[src/rtl/degree_sweep_gen.sv]
// degree_sweep_gen: issues one registered degree/iscos request per cycle for a commanded angle sweep
module degree_sweep_gen #(
  parameter int DEG_W   = 12,
  parameter int DEG_MAX = 1023,
  parameter int CNT_W   = 10
) (
  input  logic             clk,
  input  logic             rst,
  input  logic             start,
  input  logic [DEG_W-1:0] start_deg,
  input  logic [DEG_W-1:0] step,
  input  logic [CNT_W-1:0] count,
  input  logic [1:0]       mode,
  input  logic             hold,
  output logic [DEG_W-1:0] degree,
  output logic             iscos,
  output logic             req_valid,
  output logic             busy,
  output logic             done
);
  typedef enum logic [1:0] {IDLE, RUN, FIN} state_t;
  localparam logic [DEG_W-1:0] DMAX = DEG_W'(DEG_MAX);
  localparam logic [DEG_W:0]   MOD  = (DEG_W+1)'(DEG_MAX + 1);
  state_t st, nx;
  logic [DEG_W-1:0] ang, stp, c_ang, c_stp, nxt;
  logic [CNT_W-1:0] rem, c_rem;
  logic [1:0] md, c_md;
  logic ph, c_ph, idle, il, adv, fire;
  logic [DEG_W:0] sum;
  // In IDLE the first request is built straight from the (saturated) command inputs
  always_comb begin
    idle  = st == IDLE;
    c_ang = idle ? (start_deg > DMAX ? DMAX : start_deg) : ang;
    c_stp = idle ? (step > DMAX ? DMAX : step) : stp;
    c_rem = idle ? count : rem;
    c_md  = idle ? mode : md;
    c_ph  = !idle && ph;
    il    = c_md == 2'b10;
    adv   = !il || c_ph;
    sum   = {1'b0, c_ang} + {1'b0, c_stp};
    nxt   = DEG_W'(sum > {1'b0, DMAX} ? sum - MOD : sum);
    fire  = idle ? (start && count != '0) : (st == RUN && !hold && rem != '0);
    nx    = idle ? (start ? (count == '0 ? FIN : RUN) : IDLE) :
            st == RUN ? (rem == '0 ? FIN : RUN) : IDLE;
  end
  always_ff @(posedge clk or posedge rst)
    if (rst) st <= IDLE;
    else st <= nx;
  assign busy = st == RUN;
  assign done = st == FIN;
  always_ff @(posedge clk or posedge rst) begin
    if (rst) begin
      degree    <= '0;
      iscos     <= 1'b0;
      req_valid <= 1'b0;
      ang       <= '0;
      stp       <= '0;
      rem       <= '0;
      md        <= '0;
      ph        <= 1'b0;
    end else begin
      req_valid <= fire;
      if (fire) begin
        degree <= c_ang;
        iscos  <= il ? c_ph : c_md == 2'b01;
        ang    <= adv ? nxt : c_ang;
        stp    <= c_stp;
        rem    <= c_rem - CNT_W'(adv);
        md     <= c_md;
        ph     <= il && !c_ph;
      end
    end
  end
endmodule
[config.mk]
export PLATFORM = sky130hd
export DESIGN_NAME = degree_sweep_gen
export DESIGN_NICKNAME = d
export VERILOG_FILES = /design/src/rtl/degree_sweep_gen.sv
export SDC_FILE = /design/constraint.sdc
export NUM_CORES = 1
export LEC_CHECK = 0
export CORE_MARGIN = 2
export CORE_UTILIZATION = 30
export DETAILED_ROUTE_END_ITERATION = 12
export DONT_BUFFER_PORTS = 1
export SLEW_MARGIN = 20
export SYNTH_ARGS = -nofsm -noshare
export SYNTH_HDL_FRONTEND = slang
export SYNTH_SLANG_ARGS = --single-unit
[constraint.sdc]
create_clock -name clk -period 6.9 [get_ports clk]
set_clock_uncertainty 0.2 [all_clocks]
set_input_delay 1.035 -clock clk [delete_from_list [all_inputs] [get_ports clk]]
set_output_delay 1.035 -clock clk [all_outputs]
set_load 0.05 [all_outputs]
**After elaboration in Yosys (flattened, before gate mapping)**

Index checks and enable logic that the tools add are counted.

- Flip-flop bits (word level): 53
- Input bits: 40

- Add/sub/neg operators: 3
- Order comparisons: 3
- Eq/ne operators: 4
- Multiplexer cells: 15
- Reduce and logical (&&, ||, !) cells: 15

Operator list:

| operator | number |
|---|---|
| 12-bit 2-to-1 mux | 6 |
| 12-bit by 10-bit > comparator with 1-bit output (second input constant) | 2 |
| 10-bit zero test | 2 |
| 10-bit nonzero test | 2 |
| 12-bit by 12-bit adder with 13-bit output | 1 |
| 13-bit by 10-bit > comparator with 1-bit output (second input constant) | 1 |
| 2-bit 2-to-1 mux | 6 |
| 12-bit by 11-bit subtractor with 12-bit output (second input constant) | 1 |
| 10-bit 2-to-1 mux | 1 |
| 10-bit by 1-bit subtractor with 10-bit output | 1 |
| 1-bit logical AND | 5 |
| 2-bit by 1-bit equality test with 1-bit output (second input constant) | 2 |
| 2-bit equality test (second input constant) | 2 |
| 1-bit zero test | 4 |
| 2-bit zero test | 1 |
| 1-bit 2-to-1 mux | 2 |
| 1-bit logical OR | 1 |

**Depth between registers and ports, before layout**

Gate-level depths: netlist of the first run.

- Depth in word-level cells: 7
- Gate-level depth with buffers: 18
- Mapped depth without buffers: 16

**Least setup slack after synthesis of the first run**

No wires, ideal clock.

- Path type: input to register
- Start: in start_deg[10]
- End: reg ang[10]
- Setup time: 0.122 ns
- Arrival time: 3.912 ns
- Path slack: 2.666 ns
- Cell stages on the path: 17
- Path buffers: 1
- Path through: or4_1 > buf_6 > o22ai_1 > inv_1 > ha_1 > inv_1 > fa_1 > nor2b_1 > o21ai_0 > a21oi_1 > a21boi_0 > a21oi_1 > o21ai_1 > ha_1 > and3_2 > o211ai_1 > a32o_1

- Cells in the longest elaborated chain, start to end: 7
- Elaborated cells between the ends (all ways): 8

RTL lines:

| element | RTL line | source |
|---|---|---|
| start: declaration | 10 | `input logic [DEG_W-1:0] start_deg,` |
| 12-bit by 10-bit > comparator with 1-bit output (*) | 33 | `c_ang = idle ? (start_deg > DMAX ? DMAX : start_deg) : ang;` |
| 12-bit 2-to-1 mux (*) (2 in series) | 33 |  |
| net c_ang[0] | 25 | `logic [DEG_W-1:0] ang, stp, c_ang, c_stp, nxt;` |
| 12-bit by 12-bit adder with 13-bit output (*) | 40 | `sum = {1'b0, c_ang} + {1'b0, c_stp};` |
| 12-bit by 11-bit subtractor with 12-bit output or 13-bit by 10-bit > comparator with 1-bit output (tied branches) | 41 | `nxt = DEG_W'(sum > {1'b0, DMAX} ? sum - MOD : sum);` |
| 12-bit 2-to-1 mux (*) | 41 |  |
| 12-bit 2-to-1 mux (*) | 66 | `ang <= adv ? nxt : c_ang;` |
| end signal: assignment | 66 |  |
| end: declaration | 25 |  |

Mark *: on every way through the listed nets, which the timed path passes. The rest lies on a longest branch.
A chain may end at the register's enable or synchronous reset.

**Worst setup path in the final report of the first run**

Same ends and word-level chain as after synthesis.

==> results of run 1 <==
cell usage in the layout, fill, tap and decap left out, types with 8 or more instances in the layout:
master,n
sky130_fd_sc_hd__a21oi_1,44
sky130_fd_sc_hd__ha_1,15
sky130_fd_sc_hd__o21ai_0,23
sky130_fd_sc_hd__nand2_1,34
sky130_fd_sc_hd__o22a_1,8
sky130_fd_sc_hd__dfrtp_1,53
sky130_fd_sc_hd__inv_1,19
sky130_fd_sc_hd__nor2_1,40
sky130_fd_sc_hd__nor3_1,9
sky130_fd_sc_hd__mux2_2,13
sky130_fd_sc_hd__o22ai_1,10
sky130_fd_sc_hd__and2_1,10
final cells by class:
class                   instances  area, um2
fillers                      1176       7580
diodes                          1       2.50
multi-input cells             303       1990
clock buffers                   7        143
repair buffers                  3       22.5
flip-flops and latches         53       1330
inverters                      21       78.8
well taps                     143        179
final timing paths:
kind | slack, ns | end | startpoint
worst max-delay path | 2.33 | ang[10] | start_deg[10]
worst min-delay path | 0.28 | stp[10] | stp[10]
worst max register to register | 2.54 | ang[10] | st[1]
worst min register to register | 0.28 | stp[10] | stp[10]
max in group asynchronous | 5.42 | st[0] | rst
min in group asynchronous | 0.62 | req_valid | rst
routing by layer:
metal / wire [um] / global-route usage (%) / vias to the layer above
met5: 0 / 0 / -
met4: 100 / 4.03 / 0
met3: 602 / 5.01 / 8
met2: 4060 / 23.5 / 53
met1: 3870 / 17.1 / 1387
li1: - / - / 1407
cell usage after synthesis (2+ instances only):
| cell type | instances |
|---|---|
| sky130_fd_sc_hd__or4_1 | 2 |
| sky130_fd_sc_hd__ha_1 | 15 |
| sky130_fd_sc_hd__nor2_1 | 42 |
| sky130_fd_sc_hd__xor2_1 | 5 |
| sky130_fd_sc_hd__and3_1 | 2 |
| sky130_fd_sc_hd__o211ai_1 | 4 |
| sky130_fd_sc_hd__nor3_1 | 9 |
| sky130_fd_sc_hd__nor4_1 | 4 |
| sky130_fd_sc_hd__inv_1 | 20 |
| sky130_fd_sc_hd__a211oi_1 | 4 |
| sky130_fd_sc_hd__a21oi_1 | 44 |
| sky130_fd_sc_hd__nand2_1 | 34 |
| sky130_fd_sc_hd__xnor2_1 | 7 |
| sky130_fd_sc_hd__a2111o_1 | 2 |
| sky130_fd_sc_hd__a21o_1 | 6 |
| sky130_fd_sc_hd__o31ai_1 | 3 |
| sky130_fd_sc_hd__a31oi_1 | 4 |
| sky130_fd_sc_hd__nand3_1 | 7 |
| sky130_fd_sc_hd__nand4_1 | 2 |
| sky130_fd_sc_hd__o22a_1 | 8 |
| sky130_fd_sc_hd__or2_2 | 2 |
| sky130_fd_sc_hd__o21ai_0 | 23 |
| sky130_fd_sc_hd__mux2_2 | 13 |
| sky130_fd_sc_hd__buf_2 | 2 |
| sky130_fd_sc_hd__and2_1 | 10 |
| sky130_fd_sc_hd__buf_1 | 3 |
| sky130_fd_sc_hd__nand4b_1 | 2 |
| sky130_fd_sc_hd__mux2i_1 | 6 |
| sky130_fd_sc_hd__dfrtp_1 | 53 |
| sky130_fd_sc_hd__and2b_2 | 2 |
| sky130_fd_sc_hd__o22ai_1 | 10 |
| sky130_fd_sc_hd__or3b_2 | 2 |
| sky130_fd_sc_hd__clkbuf_1 | 12 |
| sky130_fd_sc_hd__or3_1 | 3 |
flip-flops by register name, summed over array words and instances, names as in the netlist:
signal / cells
degree: 12
ang: 12
st: 2
stp: 12
ph: 1
md: 2
req_valid: 1
iscos: 1
rem: 10
power breakdown:
part | total (mW) | internal [mW] | switching [mW]
combinational | 1.30 | 0.562 | 0.743
clock | 0.256 | 0.143 | 0.112
sequential | 0.683 | 0.444 | 0.238
logic make-up (layout without fill, tap and decap cells):
group,count (synthesis),count (layout),share of synthesized area (%)
flip-flops,53,53,38.3
XOR/XNOR,13,13,3.51
other,0,1,0
AO/OA/AOI/OAI,123,123,22.7
multiplexers,19,19,5.97
buffers and inverters,39,31,4.52
adder cells (fa/ha/maj),16,16,6.00
AND/OR/NAND/NOR,132,132,19.0
==> results.yml, run 1 <==
sta:
  timing.max_slew.rel_slack_pct: 46.8
  final_period_minus_worst_setup_slack_ns: 4.57
  finalHoldWorstSlack_ns: 0.282
  final_cycle_share_pct: 66.3
  report.final.slew_viol_count: 0
  tightestPinTransition_ns: 0.798
  postLayoutSetupSlackWorst_ns: 2.33
  rsz0062_at_grt: "no"
  fmax_mhz: 219
  setup_viol: 0
  timing.setup.tns_ns: 0
  hold_viol: 0
route:
  drtAntennaViolNets: 0
  route.detailed.drc: 0
  detailedRoute.firstIterationViolations: 163
  wire_per_inst_um: 16.2
  wl_um: 8630
  routed_via_density: 5.38
  drt-pass1-iter-count: 4
  route.vias.total: 2855
critical_path:
  timing.reg2reg.worst_path_depth: 14
  cp_data_arrival_time_ns: 4.55
  timing_worst_setup_path_type: "in -> reg"
  timing.critical_path.slowest_stage_cell: "sky130_fd_sc_hd__or4_1"
  cpLargestDelayFamily: "compound AO/OA/AOI/OAI gates"
  timing.critical_path.depth: 14
  startpoint_type: "primary input"
  timing.critical_path.buf_inv: 2
  critical_path_peak_fanout: 10
  endpoint_kind: "flop"
  worstPathCellList: "or4_1, o22ai_1, inv_1, ha_1, a21o_1, nand4_1, a32oi_1, a21oi_1, nand4b_1, inv_1, ha_1, and3_2, o211ai_1, a32o_1"
  critPathRequiredTime_ns: 6.88
  worst_path_largest_cell_delay_ns: 0.76
power_and_ir_drop:
  power_per_cell_area_nw_per_um2: 600
  max-vdd-ir-drop_uv: 182
  leakage_nw: 1.52
  power.total_mw: 2.24
floorplan:
  die-width_um: 111
  design.core.area_um2: 11300
  die_h_um: 111
  initial_utilization_pct: 30.6
  floorplan.io_pins: 56
  floorplan_die_area_um2: 12400
  fp-row-count: 39
logic_synthesis:
  post_synth.cell_area_avg_um2: 8.76
  ys_async_sr_fraction_pct: 100
  netlist.area_leader.share_pct: 38.3
  synth.cell_area_um2: 3460
  ys_top_cells_by_area: "sky130_fd_sc_hd__dfrtp_1, sky130_fd_sc_hd__a21oi_1, sky130_fd_sc_hd__ha_1"
  postSynthCellCount: 395
  synth_edf_count: 0
  synthFlopType: "sky130_fd_sc_hd__dfrtp_1"
  mappedNetlistNets: 451
  synth-seq-cells: 53
  synth_cell_type_count: 62
  netlist.top_cell.by_area: "sky130_fd_sc_hd__dfrtp_1"
  ys.warnings.count: 0
  synth_sequential_area_ratio_pct: 38.3
clock_network:
  path_clk_slew_ns: 0.07
  cts-root-to-sink-buffers: 2
  post_cts_resize_count: 0
  cts_post_setup_buffers_inserted: 0
  cts.sink_count: 53
  cts_tree: "done"
  clock_tree.htree_level_count: 2
  cts_buffers: 5
  cts.root.buffer_cell: "sky130_fd_sc_hd__clkbuf_16"
  clk-insertion-delay-late_ns: 0.29
  cts_hold_buffers: 0
flow_run:
  maxCapViolations: 0
finish:
  finish.utilization_pct: 33.0
  final-instance-count-excl-fill: 531
  postLayoutCellArea_um2: 3740
  final_layout_size_suffix_gt1_share_pct: 10.6
  syn2layout_area_growth_pct: 8.06
  nNetsFinal: 443
global_route:
  grt_pass1_wl_um: 14100
  grt_start_max_net_pins: 54
  initial_antenna_violation_count: 0
  track_usage_pct: 14.0
  grt-ovfl-total: 0
  grt_pass1_vias: 2731
worst_hold_path:
  worstHoldPathCells: 1
  hold_class: "reg -> reg"
placed_design:
  numPortBuffers: 0
  gp_routability_congestion: 0.837
  place_inst: 523
  post_dp_cell_area_um2: 3590
  place_hpwl_um: 6260
  dp_slack_ns: 2.04
status:
  status: "finished clean"
Power figures use the tool's default switching activity.
==> run 2: changes to the inputs <==
==> constraint.sdc (replaced) <==
create_clock -name clk -period 4.55 [get_ports clk]
set_clock_uncertainty 0.2 [all_clocks]
set_input_delay 0.6825 -clock clk [delete_from_list [all_inputs] [get_ports clk]]
set_output_delay 0.6825 -clock clk [all_outputs]
set_load 0.05 [all_outputs]
==> run 2 against run 1 <==
Sequential power increased by 51%; utilization increased by 0.53 points; final cell count increased by 0.94%; highest routed layer unchanged; sequential cell count unchanged; register-to-register slack got worse by 2.2 ns; combinational power increased by 55%; largest power group unchanged; first-iteration DRC count increased by 34%; die area unchanged; clock power increased by 69%; critical path depth increased by 1.
==> results.yml, run 2 (synthesized netlist as in run 1, its figures left out) <==
status:
  status: "finished clean"
critical_path:
  worstPathCellList: "or4_1, o22a_1, ha_1, inv_1, fa_1, nor2b_1, o21ai_0, a21oi_1, a21boi_0, a21oi_1, o21ai_1, ha_1, and3_2, o211ai_1, a32o_1"
  timing_worst_setup_path_type: "reg -> reg"
  cp_data_arrival_time_ns: 4.21
  timing.critical_path.depth: 15
  r2r-start: "st[1]"
  endpoint_kind: "flop"
  cp-endpoint: "ang[10]"
  critPathLaunch: "st[1]"
  timing.critical_path.slowest_stage_cell: "sky130_fd_sc_hd__or4_1"
  worst_path_largest_cell_delay_ns: 0.83
  critical_path_peak_fanout: 10
  startpoint_type: "flop"
  regToRegSetupSlack_ns: 0.32
  cpLargestDelayFamily: "compound AO/OA/AOI/OAI gates"
  rr_endpoint: "ang[10]"
  timing.critical_path.buf_inv: 1
  critPathRequiredTime_ns: 4.53
  timing.reg2reg.worst_path_depth: 15
placed_design:
  gp_routability_congestion: 0.877
  place_hpwl_um: 6560
  place_inst: 529
  numPortBuffers: 0
  post_dp_cell_area_um2: 3640
  dp_slack_ns: 0.188
clock_network:
  cts-root-to-sink-buffers: 2
  cts_hold_buffers: 0
  clk-insertion-delay-late_ns: 0.30
  cts_buffers: 5
  post_cts_resize_count: 0
  clock_tree.htree_level_count: 2
  cts_tree: "done"
  cts.sink_count: 53
  path_clk_slew_ns: 0.07
  cts_post_setup_buffers_inserted: 0
  cts.root.buffer_cell: "sky130_fd_sc_hd__clkbuf_16"
global_route:
  initial_antenna_violation_count: 0
  track_usage_pct: 14.8
  grt_pass1_vias: 2940
  grt_start_max_net_pins: 54
  grt_pass1_wl_um: 14900
  grt-ovfl-total: 0
sta:
  final_period_minus_worst_setup_slack_ns: 4.23
  tightestPinTransition_ns: 0.730
  report.final.slew_viol_count: 0
  final_cycle_share_pct: 93.0
  timing.setup.tns_ns: 0
  hold_viol: 0
  timing.max_slew.rel_slack_pct: 51.3
  postLayoutSetupSlackWorst_ns: 0.318
  setup_viol: 0
  fmax_mhz: 236
  rsz0062_at_grt: "no"
finish:
  final_layout_size_suffix_gt1_share_pct: 12.2
  layout.cells.most_common: "sky130_fd_sc_hd__dfrtp_1"
  reg_top3: "ang (12), degree (12), stp (12)"
  n_antenna_cell: 0
  postLayoutCellArea_um2: 3800
  syn2layout_area_growth_pct: 9.80
  nNetsFinal: 449
  fillerInstances: 1160
  most-common-layout-cells: "sky130_fd_sc_hd__dfrtp_1, sky130_fd_sc_hd__a21oi_1, sky130_fd_sc_hd__nor2_1"
  final-instance-count-excl-fill: 536
route:
  routed_via_density: 5.39
  wl_um: 8890
  drtAntennaViolNets: 0
  route.vias.total: 2891
  detailedRoute.firstIterationViolations: 218
  wire_per_inst_um: 16.6
  route.detailed.drc: 0
  drt-pass1-iter-count: 4
floorplan:
  die-width_um: 111
  initial_utilization_pct: 30.6
  die_h_um: 111
  floorplan.io_pins: 56
  design.core.area_um2: 11300
  floorplan_die_area_um2: 12400
  fp-row-count: 39
power_and_ir_drop:
  leakage_nw: 1.56
  power.total_mw: 3.47
  max-vdd-ir-drop_uv: 266
  power_per_cell_area_nw_per_um2: 914
worst_hold_path:
  hold_class: "in -> async"
flow_run:
  maxCapViolations: 0
==> run 2: worst min-delay path by stage <==
stage          startpoint   endpoint  cells past startpoint
2_1_floorplan     stp[10]    stp[10]                      1
4_1_cts           stp[10]    stp[10]                      1
6_report              rst  req_valid                      2
3_5_place_dp      stp[11]    stp[11]                      1
5_1_grt               rst  req_valid                      2
3_3_place_gp      stp[10]    stp[10]                      1
==> run 2: final cells by class <==
cell class / instances / area (um2) / share of cell area [%]
Timing Repair Buffer: 9 / 67.6 / 1.78
Clock buffer: 5 / 125 / 3.29
Clock inverter: 2 / 35.0 / 0.922
Tap cell: 143 / 179 / 4.71
Inverter: 21 / 78.8 / 2.07
Multi-Input combinational cell: 303 / 1990 / 52.3
Sequential cell: 53 / 1330 / 34.9
==> run 2: where the power goes <==
| part | leakage (nW) | total (mW) | internal, mW | switching (mW) |
|---|---|---|---|---|
| sequential | 0.617 | 1.03 | 0.674 | 0.358 |
| clock | 0.0797 | 0.432 | 0.256 | 0.176 |
| combinational | 0.860 | 2.01 | 0.875 | 1.14 |
| total | 1.56 | 3.47 | 1.81 | 1.67 |
==> run 2: metrics by stage <==
stage | utilization (%) | hold WS, ns
floorplan | - | 0.244
global placement | 32.2 | 0.262
detailed placement | 32.2 | 0.264
CTS | 33.6 | 0.281
global route | 33.6 | 0.304
finish | 33.6 | 0.244
==> run 2: worst register-to-register path, stage by stage, from the launching register on <==
cell,delay [ns]
sky130_fd_sc_hd__dfrtp_1,0.45
sky130_fd_sc_hd__or4_1,0.83
sky130_fd_sc_hd__o22a_1,0.32
sky130_fd_sc_hd__ha_1,0.20
sky130_fd_sc_hd__inv_1,0.07
sky130_fd_sc_hd__fa_1,0.20
sky130_fd_sc_hd__nor2b_1,0.06
sky130_fd_sc_hd__o21ai_0,0.20
sky130_fd_sc_hd__a21oi_1,0.13
sky130_fd_sc_hd__a21boi_0,0.29
sky130_fd_sc_hd__a21oi_1,0.12
sky130_fd_sc_hd__o21ai_1,0.29
sky130_fd_sc_hd__ha_1,0.19
sky130_fd_sc_hd__and3_2,0.20
sky130_fd_sc_hd__o211ai_1,0.11
sky130_fd_sc_hd__a32o_1,0.26
==> run 2: routing by layer <==
metal | vias to the layer above | wire length (um) | track usage (%)
met1 | 1403 | 3890 | 17.9
li1 | 1425 | - | -
met5 | - | 0 | 0
met3 | 10 | 725 | 5.88
met2 | 53 | 4110 | 24.2
met4 | 0 | 152 | 4.61
==> run 3: changes to the inputs <==
--- a/config.mk
+++ b/config.mk
@@ -5,6 +5,7 @@
 export SDC_FILE = /design/constraint.sdc
 export NUM_CORES = 1
 export LEC_CHECK = 0
+export CAP_MARGIN = 20
 export CORE_MARGIN = 2
 export CORE_UTILIZATION = 30
 export DETAILED_ROUTE_END_ITERATION = 12
==> results of run 3 <==
Final layout, timing and power as in run 2 (identical DEF).
